## src/rtl/i2c_cmd_arbiter_pkg.sv

```systemverilog
`default_nettype none
// ============================================================================
//  Module   : i2c_cmd_arbiter_pkg
//  Brief    : Shared state encoding, command width and defaults for the
//             I2C command arbiter.
//  Revision : 1.0 - initial release
// ============================================================================
package i2c_cmd_arbiter_pkg;

    localparam int CMD_W           = 24;
    localparam int DEF_MAX_RETRY   = 3;
    localparam int DEF_TIMEOUT_CYC = 2000000;

    typedef enum logic [2:0] {
        ST_IDLE    = 3'd0,
        ST_ISSUE   = 3'd1,
        ST_RELEASE = 3'd2,
        ST_EVAL    = 3'd3,
        ST_REPORT  = 3'd4
    } state_t;

    // Bits needed to hold values 0..v-1, never less than one.
    function automatic int clog2_min1(input int v);
        return (v <= 2) ? 1 : $clog2(v);
    endfunction

endpackage
`default_nettype wire

```

## src/rtl/i2c_cmd_arbiter_if.sv

```systemverilog
`default_nettype none
// ============================================================================
//  Module   : i2c_cmd_arbiter_if
//  Brief    : Requester and I2C-engine handshake bundle of the arbiter.
//  Revision : 1.0 - initial release
// ============================================================================
interface i2c_cmd_arbiter_if #(
    parameter int NUM_REQ = 3
) ();
    import i2c_cmd_arbiter_pkg::*;

    logic [NUM_REQ-1:0]       iREQ;
    logic [CMD_W*NUM_REQ-1:0] iREQ_DATA;
    logic [NUM_REQ-1:0]       oDONE;
    logic [NUM_REQ-1:0]       oERR;
    logic                     oBUSY;
    logic                     oXFER_GO;
    logic [CMD_W-1:0]         oXFER_DATA;
    logic                     iXFER_END;
    logic                     iXFER_NACK;

    // Requesters and engine side
    modport master (
        output iREQ, iREQ_DATA, iXFER_END, iXFER_NACK,
        input  oDONE, oERR, oBUSY, oXFER_GO, oXFER_DATA
    );

    // Arbiter side
    modport slave (
        input  iREQ, iREQ_DATA, iXFER_END, iXFER_NACK,
        output oDONE, oERR, oBUSY, oXFER_GO, oXFER_DATA
    );
endinterface
`default_nettype wire

```

## src/rtl/i2c_cmd_arbiter_rr_arbiter.sv

```systemverilog
`default_nettype none
// ============================================================================
//  Module   : rr_arbiter
//  Brief    : Combinational round-robin grant, searching from last_grant+1.
//  Revision : 1.0 - initial release
// ============================================================================
module rr_arbiter
    import i2c_cmd_arbiter_pkg::*;
#(
    parameter int NUM_REQ = 3,
    parameter int IDX_W   = clog2_min1(NUM_REQ)
) (
    input  wire logic [NUM_REQ-1:0] req,
    input  wire logic [IDX_W-1:0]   last_grant,
    output logic                    grant_valid,
    output logic [IDX_W-1:0]        grant_idx
);

    int cand;

    always_comb begin
        grant_valid = 1'b0;
        grant_idx   = '0;
        cand        = 0;
        for (int i = 1; i <= NUM_REQ; i++) begin
            cand = int'(last_grant) + i;
            if (cand >= NUM_REQ) cand = cand - NUM_REQ;
            if (!grant_valid && (|(req & (NUM_REQ'(1) << cand)))) begin
                grant_valid = 1'b1;
                grant_idx   = IDX_W'(cand);
            end
        end
    end

endmodule
`default_nettype wire

```

## src/rtl/i2c_cmd_arbiter.sv

```systemverilog
`default_nettype none
// ============================================================================
//  Module   : i2c_cmd_arbiter
//  Brief    : Round-robin arbiter sharing one I2C engine between requesters,
//             with NACK retry and per-attempt timeout.
//  Revision : 1.0 - initial release
// ============================================================================
module i2c_cmd_arbiter
    import i2c_cmd_arbiter_pkg::*;
#(
    parameter int NUM_REQ     = 3,
    parameter int MAX_RETRY   = DEF_MAX_RETRY,
    parameter int TIMEOUT_CYC = DEF_TIMEOUT_CYC
) (
    input  wire logic         iCLK,
    input  wire logic         iRST_N,
    i2c_cmd_arbiter_if.slave  bus
);

    localparam int IDX_W = clog2_min1(NUM_REQ);
    localparam int RT_W  = clog2_min1(MAX_RETRY + 1);
    localparam int TO_W  = clog2_min1(TIMEOUT_CYC + 1);

    state_t             state;
    logic [IDX_W-1:0]   owner;
    logic [IDX_W-1:0]   last_grant;
    logic [RT_W-1:0]    retry_cnt;
    logic [TO_W-1:0]    tmo_cnt;
    logic               nack_seen;
    logic               xfer_go;
    logic [CMD_W-1:0]   xfer_data;
    logic [NUM_REQ-1:0] done;
    logic [NUM_REQ-1:0] err;
    logic               busy;
    logic               grant_valid;
    logic [IDX_W-1:0]   grant_idx;
    logic [NUM_REQ-1:0] owner_oh;

    rr_arbiter #(
        .NUM_REQ (NUM_REQ),
        .IDX_W   (IDX_W)
    ) u_rr (
        .req         (bus.iREQ),
        .last_grant  (last_grant),
        .grant_valid (grant_valid),
        .grant_idx   (grant_idx)
    );

    assign owner_oh = NUM_REQ'(1) << owner;

    always_ff @(posedge iCLK or negedge iRST_N) begin
        if (!iRST_N) begin
            state      <= ST_IDLE;
            owner      <= '0;
            last_grant <= IDX_W'(NUM_REQ - 1);
            retry_cnt  <= '0;
            tmo_cnt    <= '0;
            nack_seen  <= 1'b0;
            xfer_go    <= 1'b0;
            xfer_data  <= '0;
            done       <= '0;
            err        <= '0;
            busy       <= 1'b0;
        end else begin
            done <= '0;
            err  <= '0;
            case (state)
                ST_IDLE: begin
                    if (grant_valid) begin
                        owner     <= grant_idx;
                        xfer_data <= CMD_W'(bus.iREQ_DATA >> (CMD_W * int'(grant_idx)));
                        retry_cnt <= '0;
                        tmo_cnt   <= '0;
                        xfer_go   <= 1'b1;
                        busy      <= 1'b1;
                        state     <= ST_ISSUE;
                    end
                end
                ST_ISSUE: begin
                    if (bus.iXFER_END) begin
                        nack_seen <= bus.iXFER_NACK;
                        xfer_go   <= 1'b0;
                        state     <= ST_RELEASE;
                    end else if (tmo_cnt == TO_W'(TIMEOUT_CYC - 1)) begin
                        // An attempt that never ends is treated like a NACK.
                        nack_seen <= 1'b1;
                        xfer_go   <= 1'b0;
                        state     <= ST_RELEASE;
                    end else begin
                        tmo_cnt <= tmo_cnt + 1'b1;
                    end
                end
                ST_RELEASE: begin
                    if (!bus.iXFER_END) state <= ST_EVAL;
                end
                ST_EVAL: begin
                    if (nack_seen && (retry_cnt < RT_W'(MAX_RETRY))) begin
                        retry_cnt <= retry_cnt + 1'b1;
                        tmo_cnt   <= '0;
                        xfer_go   <= 1'b1;
                        state     <= ST_ISSUE;
                    end else begin
                        done  <= owner_oh;
                        err   <= nack_seen ? owner_oh : '0;
                        state <= ST_REPORT;
                    end
                end
                ST_REPORT: begin
                    last_grant <= owner;
                    busy       <= 1'b0;
                    state      <= ST_IDLE;
                end
                default: begin
                    xfer_go <= 1'b0;
                    busy    <= 1'b0;
                    state   <= ST_IDLE;
                end
            endcase
        end
    end

    assign bus.oXFER_GO   = xfer_go;
    assign bus.oXFER_DATA = xfer_data;
    assign bus.oDONE      = done;
    assign bus.oERR       = err;
    assign bus.oBUSY      = busy;

endmodule
`default_nettype wire

```

## src/flat_wrapper.sv

```systemverilog
// flat-port wrapper written by rule: the top's interface ports become plain ports
module i2c_cmd_arbiter_flat import i2c_cmd_arbiter_pkg::*;
#(
    parameter int NUM_REQ     = 3,
    parameter int MAX_RETRY   = DEF_MAX_RETRY,
    parameter int TIMEOUT_CYC = DEF_TIMEOUT_CYC
)
  (iCLK, iRST_N, bus_iREQ, bus_iREQ_DATA, bus_iXFER_END, bus_iXFER_NACK, bus_oDONE, bus_oERR, bus_oBUSY, bus_oXFER_GO, bus_oXFER_DATA);
  i2c_cmd_arbiter_if #(.NUM_REQ(NUM_REQ)) bus_i ();
  input  wire logic iCLK;
  input  wire logic iRST_N;
  input wire logic [$bits(bus_i.iREQ)-1:0] bus_iREQ;
  input wire logic [$bits(bus_i.iREQ_DATA)-1:0] bus_iREQ_DATA;
  input wire logic [$bits(bus_i.iXFER_END)-1:0] bus_iXFER_END;
  input wire logic [$bits(bus_i.iXFER_NACK)-1:0] bus_iXFER_NACK;
  output wire logic [$bits(bus_i.oDONE)-1:0] bus_oDONE;
  output wire logic [$bits(bus_i.oERR)-1:0] bus_oERR;
  output wire logic [$bits(bus_i.oBUSY)-1:0] bus_oBUSY;
  output wire logic [$bits(bus_i.oXFER_GO)-1:0] bus_oXFER_GO;
  output wire logic [$bits(bus_i.oXFER_DATA)-1:0] bus_oXFER_DATA;
  assign bus_i.iREQ = bus_iREQ;
  assign bus_i.iREQ_DATA = bus_iREQ_DATA;
  assign bus_i.iXFER_END = bus_iXFER_END;
  assign bus_i.iXFER_NACK = bus_iXFER_NACK;
  assign bus_oDONE = bus_i.oDONE;
  assign bus_oERR = bus_i.oERR;
  assign bus_oBUSY = bus_i.oBUSY;
  assign bus_oXFER_GO = bus_i.oXFER_GO;
  assign bus_oXFER_DATA = bus_i.oXFER_DATA;
  i2c_cmd_arbiter #(.NUM_REQ(NUM_REQ), .MAX_RETRY(MAX_RETRY), .TIMEOUT_CYC(TIMEOUT_CYC)) u_core (.iCLK(iCLK), .iRST_N(iRST_N), .bus(bus_i));
endmodule
```

## config.mk

```make
export PLATFORM = sky130hd
export DESIGN_NAME = i2c_cmd_arbiter_flat
export DESIGN_NICKNAME = d
export VERILOG_FILES = /design/src/rtl/i2c_cmd_arbiter_pkg.sv /design/src/rtl/i2c_cmd_arbiter_if.sv /design/src/rtl/i2c_cmd_arbiter_rr_arbiter.sv /design/src/rtl/i2c_cmd_arbiter.sv /design/src/flat_wrapper.sv
export SDC_FILE = /design/constraint.sdc
export NUM_CORES = 1
export LEC_CHECK = 0
export CAP_MARGIN = 20
export CORE_ASPECT_RATIO = 1.1
export CORE_UTILIZATION = 35
export DETAILED_ROUTE_END_ITERATION = 6
export PLACE_DENSITY = 0.75
export SETUP_SLACK_MARGIN = 0.3
export SLEW_MARGIN = 20
export SYNTH_ARGS = -nofsm -noshare
export SYNTH_HDL_FRONTEND = slang
export SYNTH_SLANG_ARGS = --single-unit
export TNS_END_PERCENT = 10
```

## constraint.sdc

```tcl
create_clock -name iCLK -period 7 [get_ports iCLK]
set_input_delay 0.7 -clock iCLK [delete_from_list [all_inputs] [get_ports iCLK]]
set_output_delay 0.7 -clock iCLK [all_outputs]
set_load 0.03 [all_outputs]
```

==> results of run 1 <==
-- cell type report --
cell class	count	share of cell area, %
Multi-Input combinational cell	251	35.4
Tap cell	117	3.09
Inverter	9	0.714
Timing Repair Buffer	112	23.5
Sequential cell	63	33.3
Clock buffer	12	3.07
Clock inverter	4	0.951
-- worst min-delay path by stage --
stage / startpoint / to / depth (start not counted) / slack, ns
after detailed placement: u_core.tmo_cnt[5] / u_core.tmo_cnt[5] / 1 / 0.48
after floorplan: iRST_N / u_core.bus.oBUSY / 0 / 0.40
after global routing: iRST_N / u_core.bus.oXFER_DATA[5] / 1 / 0.21
final: iRST_N / u_core.bus.oXFER_DATA[5] / 1 / 0.21
after CTS: iRST_N / u_core.bus.oXFER_DATA[5] / 1 / 0.20
after global placement: u_core.tmo_cnt[5] / u_core.tmo_cnt[5] / 1 / 0.47
-- per-stage QoR --
step	std cells	hold slack, ns	total power [uW]	cell area [um2]
after global placement	552	0.473	1620	4540
after detailed placement	552	0.477	1640	4540
final	568	0.206	1960	4730
after CTS	568	0.200	1970	4730
after global routing	568	0.214	2100	4730
after floorplan	347	0.404	1290	3380
-- state kept, by name, summed over array words and instances, names as in the netlist, 2 cells and up --
name and flops:
u_core.last_grant 2, u_core.tmo_cnt 21, u_core.bus.oDONE 3, u_core.bus.oERR 3
u_core.retry_cnt 2, u_core.state 3, u_core.bus.oXFER_DATA 24, u_core.owner 2
-- routing by layer --
layer / part of all wire (%) / track usage [%] / up-vias
met2: 48 / 33.3 / 145
met4: 2.5 / 7.36 / 0
li1: - / - / 1553
met5: 0 / 0 / -
met1: 41 / 22.5 / 1623
met3: 8.7 / 5.60 / 22
-- power by group --
group / internal, uW / switching [uW]
registers: 480 / 86.5
logic: 440 / 639
clock network: 173 / 142
-- cell families (layout without fill, tap and decap cells) --
family | Yosys count | in the layout
AOI/OAI and AO/OA | 135 | 135
and+or+nand+nor | 107 | 107
DFF | 63 | 63
buffers and inverters | 33 | 137
adders and majority gates | 5 | 5
muxes | 3 | 3
xor gates and xnor gates | 1 | 1
-- cell usage in the layout, fill, tap and decap left out, drive strengths merged, types with 2 or more instances in the layout --
| master | netlist | routed |
|---|---|---|
| o31ai | 5 | 5 |
| a21oi | 15 | 15 |
| buf | 6 | 3 |
| dfrtp | 62 | 62 |
| ha | 5 | 5 |
| o21a | 2 | 2 |
| inv | 9 | 9 |
| a22o | 10 | 10 |
| nor4 | 2 | 2 |
| a41oi | 6 | 6 |
| and3 | 10 | 10 |
| a221o | 10 | 10 |
| nand2b | 4 | 4 |
| a31o | 2 | 2 |
| and4 | 5 | 5 |
| o41ai | 2 | 2 |
| nand3 | 10 | 10 |
| clkinv | 0 | 3 |
| nand3b | 2 | 2 |
| nand4 | 8 | 8 |
| nand2 | 11 | 11 |
| mux2 | 2 | 2 |
| o21ai | 30 | 30 |
| a21o | 4 | 4 |
| a31oi | 11 | 11 |
| and2 | 12 | 12 |
| clkdlybuf4s50 | 0 | 109 |
| nor3 | 6 | 6 |
| nor2 | 28 | 28 |
| nor3b | 2 | 2 |
| clkbuf | 18 | 12 |
| a221oi | 15 | 15 |
| nor2b | 5 | 5 |
| o2bb2ai | 15 | 15 |
-- worst max-delay path, stage by stage --
cell and delay (ns):
clkdlybuf4s50_1 0.56, a222oi_1 0.66, nand3_1 0.32, a21oi_1 0.89
o21ai_0 0.27, o21ai_0 0.14
-- Yosys cell counts, types with 2 or more instances --
| cell type | count |
|---|---|
| dfrtp_1 | 62 |
| o21ai_0 | 30 |
| nor2_1 | 28 |
| clkbuf_1 | 18 |
| a21oi_1 | 15 |
| a221oi_1 | 15 |
| o2bb2ai_1 | 15 |
| a31oi_1 | 11 |
| and2_1 | 11 |
| nand2_1 | 11 |
| a221o_1 | 10 |
| a22o_1 | 10 |
| and3_1 | 10 |
| nand3_1 | 10 |
| inv_1 | 9 |
| nand4_1 | 8 |
| a41oi_1 | 6 |
| nor3_1 | 6 |
| and4_1 | 5 |
| ha_1 | 5 |
| nor2b_1 | 5 |
| o31ai_1 | 5 |
| a21o_1 | 4 |
| buf_2 | 4 |
| nand2b_1 | 4 |
| a31o_2 | 2 |
| buf_1 | 2 |
| mux2_2 | 2 |
| nand3b_1 | 2 |
| nor3b_1 | 2 |
| nor4_1 | 2 |
| o21a_1 | 2 |
| o41ai_1 | 2 |
==> results.json, run 1 <==
{
  "power_density_nw_per_um2": 414,
  "end_kind": "flip-flop",
  "outcome": "finished clean",
  "synth_area_um2": 3380,
  "reg2reg_slack_ns": 3.78,
  "reg2reg_from": "u_core.last_grant[1]",
  "critical_path.max_fanout": 16,
  "std_cell_rows": 37,
  "required_ns": 7.26,
  "utilization_pct": 50.6,
  "synth_xor_area_share_pct": 0.259,
  "grt_max_degree": 54,
  "area_growth_pct": 40.1,
  "wire_per_inst_um": 17.2,
  "r2r_cells": 7,
  "ys_async_sr_fraction_pct": 100,
  "fin_crit_sh_pct": 47.0,
  "path_class": "input port to flip-flop",
  "die_w_um": 95.7,
  "coreArea_um2": 9350,
  "period_minus_slack_ns": 3.29,
  "place_ws_ns": 3.43,
  "netlist_instances": 347,
  "initial_core_util_pct": 36.1,
  "setup_tns_ns": 0,
  "root_buffer": "clkbuf_8",
  "dieHeight_um": 105,
  "crit_path_start_kind": "input port",
  "grt_setup_unrepaired": "no",
  "cts_setup_buffers": 0,
  "leakagePower_uw": 0.00194,
  "synthMuxAreaShare_pct": 1.33,
  "clock.fmax_mhz": 304,
  "crit_arrival_ns": 3.54,
  "grt_pass1_vias": 3123,
  "cts.clk_slew.worst_paths_ns": 0.07,
  "port_buffers": 110,
  "grt.total_usage_pct": 19.4,
  "synth_edf_count": 0,
  "worst_slack_ns": 3.71,
  "cts.sinks": 63,
  "wirelength_um": 9800,
  "cts_hold_buf": 0,
  "drt_first_pass_iters": 5,
  "r2r_end": "u_core.tmo_cnt[17]",
  "ios": 111,
  "yosys.area.top_type": "dfrtp_1",
  "dp_hpwl_um": 6860,
  "synth_top_area_share_pct": 45.9,
  "synth_compound_area_share_pct": 29.1,
  "place.gp.congestion": 0.894,
  "htreeDepth": 3,
  "synth_nets": 431,
  "cts_tree": "built",
  "maxSlewHeadroom_pct": 30.2,
  "fillers": 837,
  "drt_iter0_drc": 234,
  "drc": 0,
  "synth_top_family_by_area": "compound AO/OA/AOI/OAI gates",
  "dieArea_um2": 10000,
  "tightest_slew_ns": 1.05,
  "setup_viol": 0,
  "synth_warnings": 0,
  "cts_buffers": 9,
  "yosys.area_share.simple_pct": 16.9,
  "finClkSkew_ns": 0.00944,
  "synth_fa_ha_area_share_pct": 1.85,
  "antenna_cells": 0,
  "cts.repair.resized": 0,
  "routed_via_density": 5.89,
  "worstSetupEndpoint": "u_core.tmo_cnt[17]",
  "multi_input_area_um2": 1680,
  "grt_first_pass_wirelength_um": 15100,
  "avgSynthCellArea_um2": 9.74,
  "hold_violations": 0,
  "synth_ff_type": "dfrtp_1",
  "hold_class": "input port to async pin",
  "grt_overflow_total": 0,
  "num-nets-final": 530,
  "drv_slew": 0,
  "grt_antenna_before_repair": 0,
  "worstSetupStartpoint": "bus_iREQ[2]",
  "via_count": 3343,
  "layout-drive-gt1-share_pct": 5.32,
  "cts.path.max_buffers": 2,
  "insertion_delay_ns": 0.35,
  "peakVddDrop_mv": 0.178,
  "cap_violations": 0,
  "ys_top_cells_by_area": "dfrtp_1, o21ai_0, a221oi_1",
  "postRouteAntennaNets": 0,
  "ys_seq_area_share_pct": 46.7,
  "synth-seq-cells": 63,
  "ys_types": 47,
  "regArea_um2": 1580
}
Note: power is estimated with default switching activity, not from simulation.
==> inputs of run 2 (changes only) <==
==> constraint.sdc (replaced) <==
create_clock -name iCLK -period 3.1 [get_ports iCLK]
set_input_delay 0.31 -clock iCLK [delete_from_list [all_inputs] [get_ports iCLK]]
set_output_delay 0.31 -clock iCLK [all_outputs]
set_load 0.03 [all_outputs]
==> run 2 against run 1 <==
Count of clock-buffer cells in the layout shrank 3. Utilization grew 1.2 points. Via count shrank 0.87%. Sequential power grew 130%. Critical path type is now flip-flop to flip-flop. Highest routed layer unchanged.
==> results.json, run 2 (synthesized netlist as in run 1, its figures left out) <==
{
  "grt_max_degree": 35,
  "worstSetupStartpoint": "u_core.last_grant[1]",
  "grt_setup_unrepaired": "no",
  "num-nets-final": 540,
  "dieArea_um2": 10000,
  "clock.fmax_mhz": 379,
  "antenna_cells": 0,
  "grt_pass1_vias": 3124,
  "hold_violations": 0,
  "grt_overflow_total": 0,
  "peakVddDrop_mv": 0.435,
  "hold_ws_ns": 0.374,
  "finClkSkew_ns": 0.0130,
  "setup_viol": 0,
  "outcome": "finished clean",
  "grt_first_pass_wirelength_um": 15200,
  "cap_violations": 0,
  "tightest_slew_ns": 0.800,
  "power_density_nw_per_um2": 951,
  "initial_core_util_pct": 36.1,
  "drt_iter0_drc": 217,
  "port_buffers": 110,
  "intPower_uw": 2610,
  "power.share.combinational_pct": 55.3,
  "std_cell_rows": 37,
  "cts.clk_slew.worst_paths_ns": 0.08,
  "maxSlewHeadroom_pct": 46.5,
  "layout-drive-gt1-share_pct": 8.24,
  "final_common_cell": "clkdlybuf4s50_1",
  "htreeDepth": 3,
  "cts_buffers": 9,
  "pwr-share-clk_pct": 17.1,
  "root_buffer": "clkbuf_8",
  "required_ns": 3.34,
  "switching_share_pct": 43.5,
  "p_sw_uw": 2000,
  "postRouteAntennaNets": 0,
  "crit_path_start_kind": "flip-flop",
  "cts.path.max_buffers": 2,
  "ios": 111,
  "grt.total_usage_pct": 19.7,
  "period_minus_slack_ns": 2.64,
  "coreArea_um2": 9350,
  "path_class": "flip-flop to flip-flop",
  "reg2reg_from": "u_core.last_grant[1]",
  "utilization_pct": 51.8,
  "insertion_delay_ns": 0.35,
  "dp_hpwl_um": 7040,
  "seqPwrFrac_pct": 27.7,
  "cts_tree": "built",
  "setup_tns_ns": 0,
  "area_growth_pct": 43.5,
  "cts.sinks": 63,
  "drt_first_pass_iters": 4,
  "crit_arrival_ns": 2.87,
  "wire_per_inst_um": 16.9,
  "grt_antenna_before_repair": 0,
  "fin_crit_sh_pct": 85.1,
  "drv_slew": 0,
  "place.gp.congestion": 0.867,
  "layout_common_cells": "clkdlybuf4s50_1, dfrtp_1, o21ai_0, nor2_1",
  "hold_class": "input port to async pin",
  "critical_path.max_fanout": 9,
  "drc": 0,
  "via_count": 3314,
  "routed_via_density": 5.73,
  "end_kind": "flip-flop",
  "dieHeight_um": 105,
  "die_w_um": 95.7,
  "largest_reg_flops": 24,
  "leakagePower_uw": 0.00200,
  "wirelength_um": 9780
}
-- run 2: cell types whose count changed in the layout (fill, tap and decap cells not counted), moves of 2 or more --
cell	previous run	this run
buf_4	2	11
and2_1	11	9
and2_2	0	2
clkbuf_1	2	0
-- run 2: what timing repair did --
item	in CTS	in global routing
hold buffers	1	0
endpoints found under the hold margin	7	0
endpoints found under the setup margin	11	26
setup buffers	0	1
gates resized for setup	1	3
pin swaps	0	1
-- run 2: final cells by class --
cell class / count / area [um2]
clock inverters: 7 / 87.6
inverters: 9 / 33.8
well taps: 117 / 146
fillers: 844 / 4500
repair buffers: 122 / 1190
flip-flops and latches: 63 / 1580
multi-input cells: 251 / 1690
clock buffers: 9 / 124
-- run 2: through the flow --
stage	cell area (um2)	instances	power (uW)	setup slack, ns
after global routing	4850	578	4910	0.336
after CTS	4830	577	4600	0.402
after floorplan	3380	347	2920	0.451
final	4850	578	4610	0.463
after detailed placement	4600	560	3800	0.255
after global placement	4600	560	3710	0.255
-- run 2: worst max-delay path, cell delays in order, from the launching register on --
cell and delay [ns]:
dfstp_2 0.54, inv_1 0.05, ha_1 0.27, a222oi_1 0.37, buf_4 0.18, nor4b_1 0.05
a221o_1 0.28, and2_1 0.28, a22o_1 0.23, a221o_1 0.27
-- run 2: layer usage --
layer	up-vias	GRT usage, %	part of all wire, %
li1	1570	-	-
met1	1598	23.8	41
met2	129	32.6	48
met3	17	5.82	8.6
met4	0	7.14	1.8
met5	-	0	0
-- run 2: power by group through the flow --
stage	combinational (uW)	clock [uW]	sequential [uW]
2_1_floorplan	1340	0	1580
4_1_cts	2520	807	1280
5_1_grt	2760	846	1310
6_report	2550	788	1280
3_3_place_gp	2430	0	1280
3_5_place_dp	2500	0	1290
-- run 2: worst paths after layout --
check                                                 to  slack, ns  depth (start not counted)
worst max register to register  u_core.bus.oXFER_DATA[6]       0.46                          9
worst min register to register        u_core.tmo_cnt[18]       0.50                          1
worst max-delay path            u_core.bus.oXFER_DATA[6]       0.46                          9
worst min-delay path                u_core.last_grant[0]       0.37                          2
min in group iCLK                     u_core.tmo_cnt[18]       0.50                          1
max in group asynchronous             u_core.tmo_cnt[18]       2.02                          3
